### config.mk
export PLATFORM = sky130hd
export DESIGN_NAME = sram_arb2
export DESIGN_NICKNAME = d
export VERILOG_FILES = /design/src/rtl/sram_arb2.sv
export SDC_FILE = /design/constraint.sdc
export NUM_CORES = 1
export LEC_CHECK = 0
export BUFFER_PORTS_ARGS = -buffer_cell sky130_fd_sc_hd__buf_2
export CELL_PAD_IN_SITES_DETAIL_PLACEMENT = 0
export CELL_PAD_IN_SITES_GLOBAL_PLACEMENT = 1
export CORE_MARGIN = 2
export CORE_UTILIZATION = 35
export CTS_BUF_LIST = sky130_fd_sc_hd__clkbuf_8
export CTS_CLUSTER_DIAMETER = 30
export DETAILED_ROUTE_END_ITERATION = 6
export GPL_ROUTABILITY_DRIVEN = 0
export GPL_TIMING_DRIVEN = 0
export PLACE_DENSITY = 0.91
export SLEW_MARGIN = 15
export SYNTH_ARGS = -nofsm -noshare
export SYNTH_HDL_FRONTEND = slang
export SYNTH_SLANG_ARGS = --single-unit
### constraint.sdc
create_clock -name clk -period 2 [get_ports clk]
set_input_delay 0 -clock clk [delete_from_list [all_inputs] [get_ports clk]]
set_output_delay 0 -clock clk [all_outputs]
set_load 0.03 [all_outputs]
### src/rtl/sram_arb2.sv
//==============================================================================
// Module   : sram_arb2
// Purpose  : Two-port arbiter sharing one byte-enabled single-port sync SRAM.
//            Build option: SRAM_ARB_FIXED_PRI_EN (port 0 wins every contention).
// Revision : 1.0 - initial release
//==============================================================================
`default_nettype none

module sram_arb2 #(
  parameter  int W_DATA  = 32,
  parameter  int W_ADDR  = 11,
  localparam int N_BYTES = W_DATA / 8
) (
  input  logic               clk,
  input  logic               rst,
  input  logic               req0_valid,
  output logic               req0_ready,
  input  logic               req0_write,
  input  logic [W_ADDR-1:0]  req0_addr,
  input  logic [N_BYTES-1:0] req0_wmask,
  input  logic [W_DATA-1:0]  req0_wdata,
  output logic               rsp0_valid,
  output logic [W_DATA-1:0]  rsp0_rdata,
  input  logic               req1_valid,
  output logic               req1_ready,
  input  logic               req1_write,
  input  logic [W_ADDR-1:0]  req1_addr,
  input  logic [N_BYTES-1:0] req1_wmask,
  input  logic [W_DATA-1:0]  req1_wdata,
  output logic               rsp1_valid,
  output logic [W_DATA-1:0]  rsp1_rdata,
  output logic [N_BYTES-1:0] sram_wen,
  output logic [W_ADDR-1:0]  sram_addr,
  output logic [W_DATA-1:0]  sram_wdata,
  input  logic [W_DATA-1:0]  sram_rdata
);

  logic               w_g0;
  logic               w_g1;
  logic               w_xfer;
  logic               w_write;
  logic [W_ADDR-1:0]  w_addr;
  logic [N_BYTES-1:0] w_wmask;
  logic [W_DATA-1:0]  w_wdata;
  logic               w_rsp0;
  logic               w_rsp1;

  logic [W_ADDR-1:0]  r_addr;
  logic [W_DATA-1:0]  r_wdata;
  logic               r_rd_pend;
  logic               r_rd_port;
  logic [W_DATA-1:0]  r_rdata0;
  logic [W_DATA-1:0]  r_rdata1;

`ifdef SRAM_ARB_FIXED_PRI_EN
  assign w_g0 = ~rst & req0_valid;
  assign w_g1 = ~rst & req1_valid & ~req0_valid;
`else
  // r_last holds the most recently granted port; the other one wins a tie.
  logic r_last;

  assign w_g0 = ~rst & req0_valid & (~req1_valid | r_last);
  assign w_g1 = ~rst & req1_valid & (~req0_valid | ~r_last);

  always_ff @(posedge clk) begin
    if (rst) begin
      r_last <= 1'b1;
    end else if (w_xfer) begin
      r_last <= w_g1;
    end
  end
`endif

  assign req0_ready = w_g0;
  assign req1_ready = w_g1;
  assign w_xfer     = w_g0 | w_g1;

  always_comb begin
    w_write = req0_write;
    w_addr  = req0_addr;
    w_wmask = req0_wmask;
    w_wdata = req0_wdata;
    if (w_g1) begin
      w_write = req1_write;
      w_addr  = req1_addr;
      w_wmask = req1_wmask;
      w_wdata = req1_wdata;
    end
  end

  // Address/data hold their last issued value while idle to avoid toggling.
  always_comb begin
    sram_wen   = '0;
    sram_addr  = r_addr;
    sram_wdata = r_wdata;
    if (w_xfer) begin
      sram_addr  = w_addr;
      sram_wdata = w_wdata;
      if (w_write) begin
        sram_wen = w_wmask;
      end
    end
  end

  always_ff @(posedge clk) begin
    if (rst) begin
      r_addr    <= '0;
      r_wdata   <= '0;
      r_rd_pend <= 1'b0;
      r_rd_port <= 1'b0;
    end else begin
      r_rd_pend <= w_xfer & ~w_write;
      if (w_xfer) begin
        r_addr    <= w_addr;
        r_wdata   <= w_wdata;
        r_rd_port <= w_g1;
      end
    end
  end

  // Reset in the response cycle suppresses the pending response.
  assign w_rsp0 = r_rd_pend & ~r_rd_port & ~rst;
  assign w_rsp1 = r_rd_pend &  r_rd_port & ~rst;

  always_ff @(posedge clk) begin
    if (rst) begin
      r_rdata0 <= '0;
      r_rdata1 <= '0;
    end else begin
      if (w_rsp0) r_rdata0 <= sram_rdata;
      if (w_rsp1) r_rdata1 <= sram_rdata;
    end
  end

  assign rsp0_valid = w_rsp0;
  assign rsp1_valid = w_rsp1;
  assign rsp0_rdata = rst ? '0 : (w_rsp0 ? sram_rdata : r_rdata0);
  assign rsp1_rdata = rst ? '0 : (w_rsp1 ? sram_rdata : r_rdata1);

endmodule

`default_nettype wire

==> results.cfg, run 1 <==
[global_route]
grt_antenna_before_repair = 2
number_of_global_route_vias_before_repair = 5217
track_usage = 0.2211
wire_length_of_the_first_global_routing_pass_um = 25630
grt_max_degree = 19
global_route.overflow_total = 0

[clock_tree]
cts.repair_timing.setup_buffer_count = 0
root_driver = clkbuf_8
cts_tree = done
cts_buffers = 9
cts_num_sinks = 110
worst_setup_hold_path_clk_slew_ns = 0.11
clock_latency_of_the_later_clocked_register_in_the_worst_skew_pair_ns = 0.38
clock_tree.buffer_depth = 2
h-tree-depth = 3

[die]
placementRows = 42
dieWidth_um = 121.5
io-pin-count = 247
initial_utilization = 0.3617
floorplan.core_area_um2 = 13350
y_dimension_of_the_die_um = 121.5
dieArea_um2 = 14750

[cells_and_area]
final_cell_mix = buf_2, dfxtp_1, nand2_1, nor2_1, dlygate4sd3_1
layout-drive-gt1-share = 0.3486
stdcell_area_um2 = 7462
postLayoutCoreUtil = 0.5591
layout_commonest_cell = buf_2
areaGrowthSynthToFinish_pct = 54.55
layout.nets = 1065

[critical_path]
path_common_cell = buf_2
critical_path_class = reg -> out
cp.required_ns = 2.00
critPathLaunch = r_last$_SDFFE_PP1P_
timing.critical_path.arrival_ns = 1.92
cpPeakStageDelay_ns = 0.38
path_buf_inv = 2
launch_instance_of_the_worst_register_to_register_path = r_last$_SDFFE_PP1P_
endpoint_kind = primary output
timing.critical_path.fanout_max = 10
crit_slowest_cell = dfxtp_2
critical_path.startpoint_type = flop
cp_cell_sequence = nand2_1, buf_2, a221oi_1, nor2_1, buf_2
worst_path_dominant_cell_family = buffers and inverters

[timing]
final.hold.worst_slack_ns = 0.02257
finalSetupViolations = 0
layout_worst_path_cycle_share = 0.9599
period_needed_ns = 1.920
slew_headroom = 0.6435
max_slew.worst_pin.slew_ns = 0.5347
finalHoldViolations = 0
maxClockFrequency_ghz = 0.5209
skew_ns = 0.007617
final_critical_path_setup_slack_ns = 0.08018
timing_max_transition_violations_final = 0

[pwr]
share_comb_of_total_power = 0.267
p_sw_uw = 1636
internal_power_uw = 3355
seq_power_share = 0.469
p_leak_uw = 0.003488
clock_power_share = 0.264
worst_supply_voltage_drop_on_vdd_mv = 0.3502
switching_share = 0.3277
p_per_area_nw_per_um2 = 668.9

[route]
avgViaCountPerCell = 4.865
routedWlPerCell_um = 15.20
antenna_violating_nets_post_route = 0
routed_wl_um = 16950
detailedRoute.firstPassIterationCount = 5
detailroute.via_count = 5424
drcViolationCount = 0
drtIter0Drc = 242

[place]
placement.cell_area_um2 = 6270
final_hpwl_from_detailed_placement_um = 12130
numPortBuffers = 244
pre_cts_slack_ns = 0.3641

[hold_path]
min-delay-path-class = in -> reg
hold_path_start = req1_wdata[24]

[yosys]
synthDistinctLibCells = 26
syn-num-nets = 732
ys_seq_elements = 110
synth_cells = 600
mappedNetlistArea_um2 = 4828
syn-mean-instance-area_um2 = 8.047
ys_seq_area_frac = 0.4561
yosys_warnings = 0

[job]
max_cap_violations = 0

[status]
status = finished, final reports clean
## state kept, by name, summed over array words and instances (netlist names)
signal,cells
r_rdata0,32
r_rdata1,32
r_wdata,32
r_addr,11
r_last,1
r_rd_pend,1
r_rd_port,1
## worst min-delay path, stage by stage
cell and delay [ns]:
buf_2 0.07, and2_1 0.13, a221oi_2 0.06, nor3_1 0.11
## kinds of logic (layout without fill, tap and decap cells)
kind of cell	count (synthesis)	after routing	share of synthesized area
compound gates	93	93	0.1430
buf+inv	54	392	0.05338
simple gates	343	343	0.3475
flops	110	110	0.4561
other cells	0	1	0
## metrics by stage
| stage | setup TNS, ns | cells | power, uW |
|---|---|---|---|
| after floorplan | 0 | 600 | 3127 |
| after global placement | 0 | 1020 | 3526 |
| after detailed placement | 0 | 1020 | 3535 |
| after CTS | -0.2131 | 1115 | 4988 |
| after global routing | -0.002254 | 1115 | 5225 |
| final | 0 | 1115 | 4991 |
## cell usage after synthesis
| cell | number | area (um^2) |
|---|---|---|
| a211oi_1 | 4 | 30.03 |
| a21bo_1 | 1 | 10.01 |
| a21boi_1 | 1 | 7.510 |
| a21oi_1 | 2 | 10.01 |
| a221oi_1 | 39 | 341.6 |
| a221oi_2 | 4 | 60.06 |
| a31o_2 | 1 | 8.760 |
| a32oi_1 | 1 | 8.760 |
| and2_1 | 44 | 275.3 |
| buf_2 | 22 | 110.1 |
| buf_4 | 1 | 7.510 |
| buf_6 | 3 | 33.78 |
| clkbuf_1 | 24 | 90.09 |
| clkbuf_2 | 1 | 5.000 |
| dfxtp_1 | 110 | 2202 |
| inv_1 | 3 | 11.26 |
| nand2_1 | 97 | 364.1 |
| nand2b_1 | 33 | 206.5 |
| nand3b_1 | 37 | 277.8 |
| nor2_1 | 87 | 326.6 |
| nor3_1 | 44 | 220.2 |
| nor3b_1 | 1 | 7.510 |
| o21ai_0 | 37 | 185.2 |
| o21ba_2 | 1 | 10.01 |
| o21bai_1 | 1 | 7.510 |
| o21bai_2 | 1 | 11.26 |
## worst paths after layout
check,cells past startpoint,slack [ns],to
setup / recovery,5,0.08,sram_wdata[19]
hold / removal,4,0.02,r_wdata[24]$_SDFF_PP0_
setup reg to reg,6,0.17,r_rd_pend$_SDFF_PP0_
hold reg to reg,2,0.48,r_rdata1[27]$_DFF_P_
## area by class of cell
class / count / area (um^2)
inverter: 3 / 11.26
tap: 176 / 220.2
clock buffer: 11 / 151.4
fill: 1249 / 5886
sequential: 110 / 2203
clock inverter: 5 / 42.54
buffer: 51 / 266.5
antenna: 1 / 2.502
timing repair buffer: 322 / 2019
multi-input combinational: 436 / 2545
## power by group through the flow
| stage | Clock (uW) | Sequential (uW) | Combinational (uW) |
|---|---|---|---|
| 3_5_place_dp | 0 | 2390 | 1150 |
| 5_1_grt | 1440 | 2350 | 1440 |
| 6_report | 1320 | 2340 | 1330 |
| 4_1_cts | 1370 | 2340 | 1280 |
| 2_1_floorplan | 0 | 2380 | 746 |
| 3_3_place_gp | 0 | 2380 | 1140 |
## routing by layer
layer / share of wire / track usage / up-vias
li1: - / - / 2719
met1: 0.41 / 0.2566 / 2447
met2: 0.48 / 0.3876 / 225
met3: 0.080 / 0.07472 / 31
met4: 0.020 / 0.05963 / 2
met5: 0.00077 / 0 / -
## timing repair
action | 4_1_cts | 5_1_grt
gates resized for setup | 9 | 48
setup endpoints to repair | 46 | 79
hold buffers | 79 | 0
pin swaps | 0 | 2
hold endpoints to repair | 110 | 0
No activity file was read; power rests on OpenSTA's default activity.
==> run 2, diff against run 1 <==
--- a/config.mk
+++ b/config.mk
@@ -5,17 +5,18 @@
 export SDC_FILE = /design/constraint.sdc
 export NUM_CORES = 1
 export LEC_CHECK = 0
+export ABC_AREA = 1
 export BUFFER_PORTS_ARGS = -buffer_cell sky130_fd_sc_hd__buf_2
 export CELL_PAD_IN_SITES_DETAIL_PLACEMENT = 0
 export CELL_PAD_IN_SITES_GLOBAL_PLACEMENT = 1
 export CORE_MARGIN = 2
-export CORE_UTILIZATION = 35
+export CORE_UTILIZATION = 34
 export CTS_BUF_LIST = sky130_fd_sc_hd__clkbuf_8
 export CTS_CLUSTER_DIAMETER = 30
 export DETAILED_ROUTE_END_ITERATION = 6
 export GPL_ROUTABILITY_DRIVEN = 0
 export GPL_TIMING_DRIVEN = 0
-export PLACE_DENSITY = 0.91
+export PLACE_DENSITY = 0.93
 export SLEW_MARGIN = 15
 export SYNTH_ARGS = -nofsm -noshare
 export SYNTH_HDL_FRONTEND = slang
==> run 2 against run 1 <==
- flip-flop and latch count unchanged
- critical endpoint is now r_addr[4]$_SDFF_PP0_
- count of clock-buffer cells in the layout is 2 lower
- register-to-register slack lost 0.07 ns
- sequential share of layout area down 0.59 points
==> results.cfg, run 2 <==
[status]
status = finished, final reports clean

[place]
post-place-cells = 1164
final_hpwl_from_detailed_placement_um = 11650
numPortBuffers = 246
placement.cell_area_um2 = 6312

[timing]
final.hold.worst_slack_ns = 0.01516
finalHoldViolations = 0
finalSetupViolations = 0
maxClockFrequency_ghz = 0.5267
slew_headroom = 0.6578
skew_ns = 0.009367
max_slew.worst_pin.slew_ns = 0.5133
period_needed_ns = 1.899
layout_worst_path_cycle_share = 0.9493
timing_max_transition_violations_final = 0

[pwr]
worst_supply_voltage_drop_on_vdd_mv = 0.4851
p_leak_uw = 0.004252
power.total_uw = 5217
p_per_area_nw_per_um2 = 685.1

[yosys]
mappedNetlistArea_um2 = 4856
ys_seq_area_frac = 0.4535
ys_dominant_reg_cell = dfxtp_1
post_synth_fa_ha_maj_area_fraction = 0
edff_count_synth = 0
yosys.area.top_type_share = 0.4535
synth_area_leaders = dfxtp_1, nand2_1, nand3_1
ys_seq_elements = 110
synth-simple-area-share = 0.3865
post-synth-top-count-cell = nand2_1
async_flop_share = 0
synth_cells = 738
syn-num-nets = 870
synth_top_cells_by_count = nand2_1, nand3_1, dfxtp_1
synth-compound-area-share = 0.03556
synth_top_family_by_area = simple AND/OR/NAND/NOR gates
synthXorXnorAreaFrac = 0
yosys_warnings = 0
synthDistinctLibCells = 20
share_of_synthesized_area_spent_on_multiplexers = 0
synth_area_leader_cell = dfxtp_1
syn-mean-instance-area_um2 = 6.580

[cells_and_area]
finish.cell_count_without_fillers = 1284
layout-drive-gt1-share = 0.2799
areaGrowthSynthToFinish_pct = 56.82
antennaDiodeCount = 0
final_cell_mix = nand2_1, buf_2, nand3_1, dfxtp_1, dlygate4sd3_1
stdcell_area_um2 = 7615
top_regs = r_rdata0 x32, r_rdata1 x32, r_wdata x32
layout_commonest_cell = nand2_1
layout.nets = 1231

[route]
detailedRoute.firstPassIterationCount = 6
antenna_violating_nets_post_route = 0
avgViaCountPerCell = 4.468
drtIter0Drc = 263
drcViolationCount = 0
routed_wl_um = 16710
routedWlPerCell_um = 13.01
detailroute.via_count = 5737

[clock_tree]
cts_num_sinks = 110
root_driver = clkbuf_8
h-tree-depth = 3
cts_buffers = 9
cts.repair_timing.setup_buffer_count = 0
clock_tree.buffer_depth = 2
cts_tree = done
clock_latency_of_the_later_clocked_register_in_the_worst_skew_pair_ns = 0.39
worst_setup_hold_path_clk_slew_ns = 0.11

[critical_path]
critical_path_class = reg -> reg
timing.critical_path.fanout_max = 10
crit_slowest_cell = dlygate4sd3_1
worst_path_dominant_cell_family = buffers and inverters
timing.critical_path.arrival_ns = 2.18
endpoint_kind = flop
cp_cell_sequence = nand2_4, nand3_4, buf_6, buf_6, nand2_1, nand3_1, nand2_1, nor2_1, dlygate4sd3_1
critical_path.startpoint_type = flop
cp.required_ns = 2.28
cpPeakStageDelay_ns = 0.59
path_buf_inv = 3
worst-r2r-setup-slack_ns = 0.10

[die]
floorplan.core_area_um2 = 13930
y_dimension_of_the_die_um = 123.5
io-pin-count = 247
placementRows = 43
dieArea_um2 = 15250
initial_utilization = 0.3485
dieWidth_um = 123.5

[job]
max_cap_violations = 0

[global_route]
number_of_global_route_vias_before_repair = 5525
grt_max_degree = 21
global_route.overflow_total = 0
grt_antenna_before_repair = 0
track_usage = 0.2147
wire_length_of_the_first_global_routing_pass_um = 25720

[hold_path]
min-delay-path-class = in -> reg
run 2: final cells by class:
cell class                 count  area (um^2)
fill                        1417         6320
timing repair buffer         350         2277
sequential                   110         2203
multi-input combinational    485         2059
inverter                      97        369.1
buffer                        46        291.5
tap                          180        225.2
clock buffer                   9        123.9
clock inverter                 7        65.06
run 2: cell families after synthesis:
kind of cell | count (synthesis)
buf+inv | 143
compound gates | 34
flops | 110
simple gates | 451
run 2: layer usage:
| layer | track usage | up-vias | share of wire |
|---|---|---|---|
| met3 | 0.05166 | 30 | 0.078 |
| met5 | 0 | - | 0 |
| li1 | - | 2972 | - |
| met1 | 0.2382 | 2513 | 0.41 |
| met4 | 0.08807 | 0 | 0.025 |
| met2 | 0.3905 | 222 | 0.49 |
run 2: what timing repair did:
action	in CTS	in global routing
pin swaps	0	1
hold buffers	104	0
endpoints found under the setup margin	20	111
hold endpoints to repair	108	0
resized for setup	2	40
run 2: worst paths after layout:
path | startpoint | endpoint | cells after the start
max | r_last$_SDFFE_PP1P_ | r_addr[4]$_SDFF_PP0_ | 9
min | req0_wdata[26] | r_wdata[26]$_SDFF_PP0_ | 5
max reg2reg | r_last$_SDFFE_PP1P_ | r_addr[4]$_SDFF_PP0_ | 9
min reg2reg | r_rdata1[3]$_DFF_P_ | r_rdata1[3]$_DFF_P_ | 2
run 2: power breakdown:
| part | internal, uW | switching (uW) | total, uW |
|---|---|---|---|
| clock network | 489 | 848 | 1340 |
| logic | 580 | 947 | 1530 |
| registers | 2320 | 33.1 | 2350 |
run 2: per-stage QoR:
step / setup slack [ns] / TNS [ns] / utilization
final: 0.1015 / 0 / 0.5465
after floorplan: 0.3152 / 0 / -
after global routing: -0.006559 / -0.006559 / 0.5465
after CTS: 0.01045 / 0 / 0.5414
after detailed placement: 0.3854 / 0 / 0.4530
after global placement: 0.3741 / 0 / 0.4530
run 2: worst min-delay path: cells and delay by family:
| family | cells | cell delay (ns) |
|---|---|---|
| AND/OR/NAND/NOR | 4 | 0.28 |
| buffers and inverters | 1 | 0.08 |
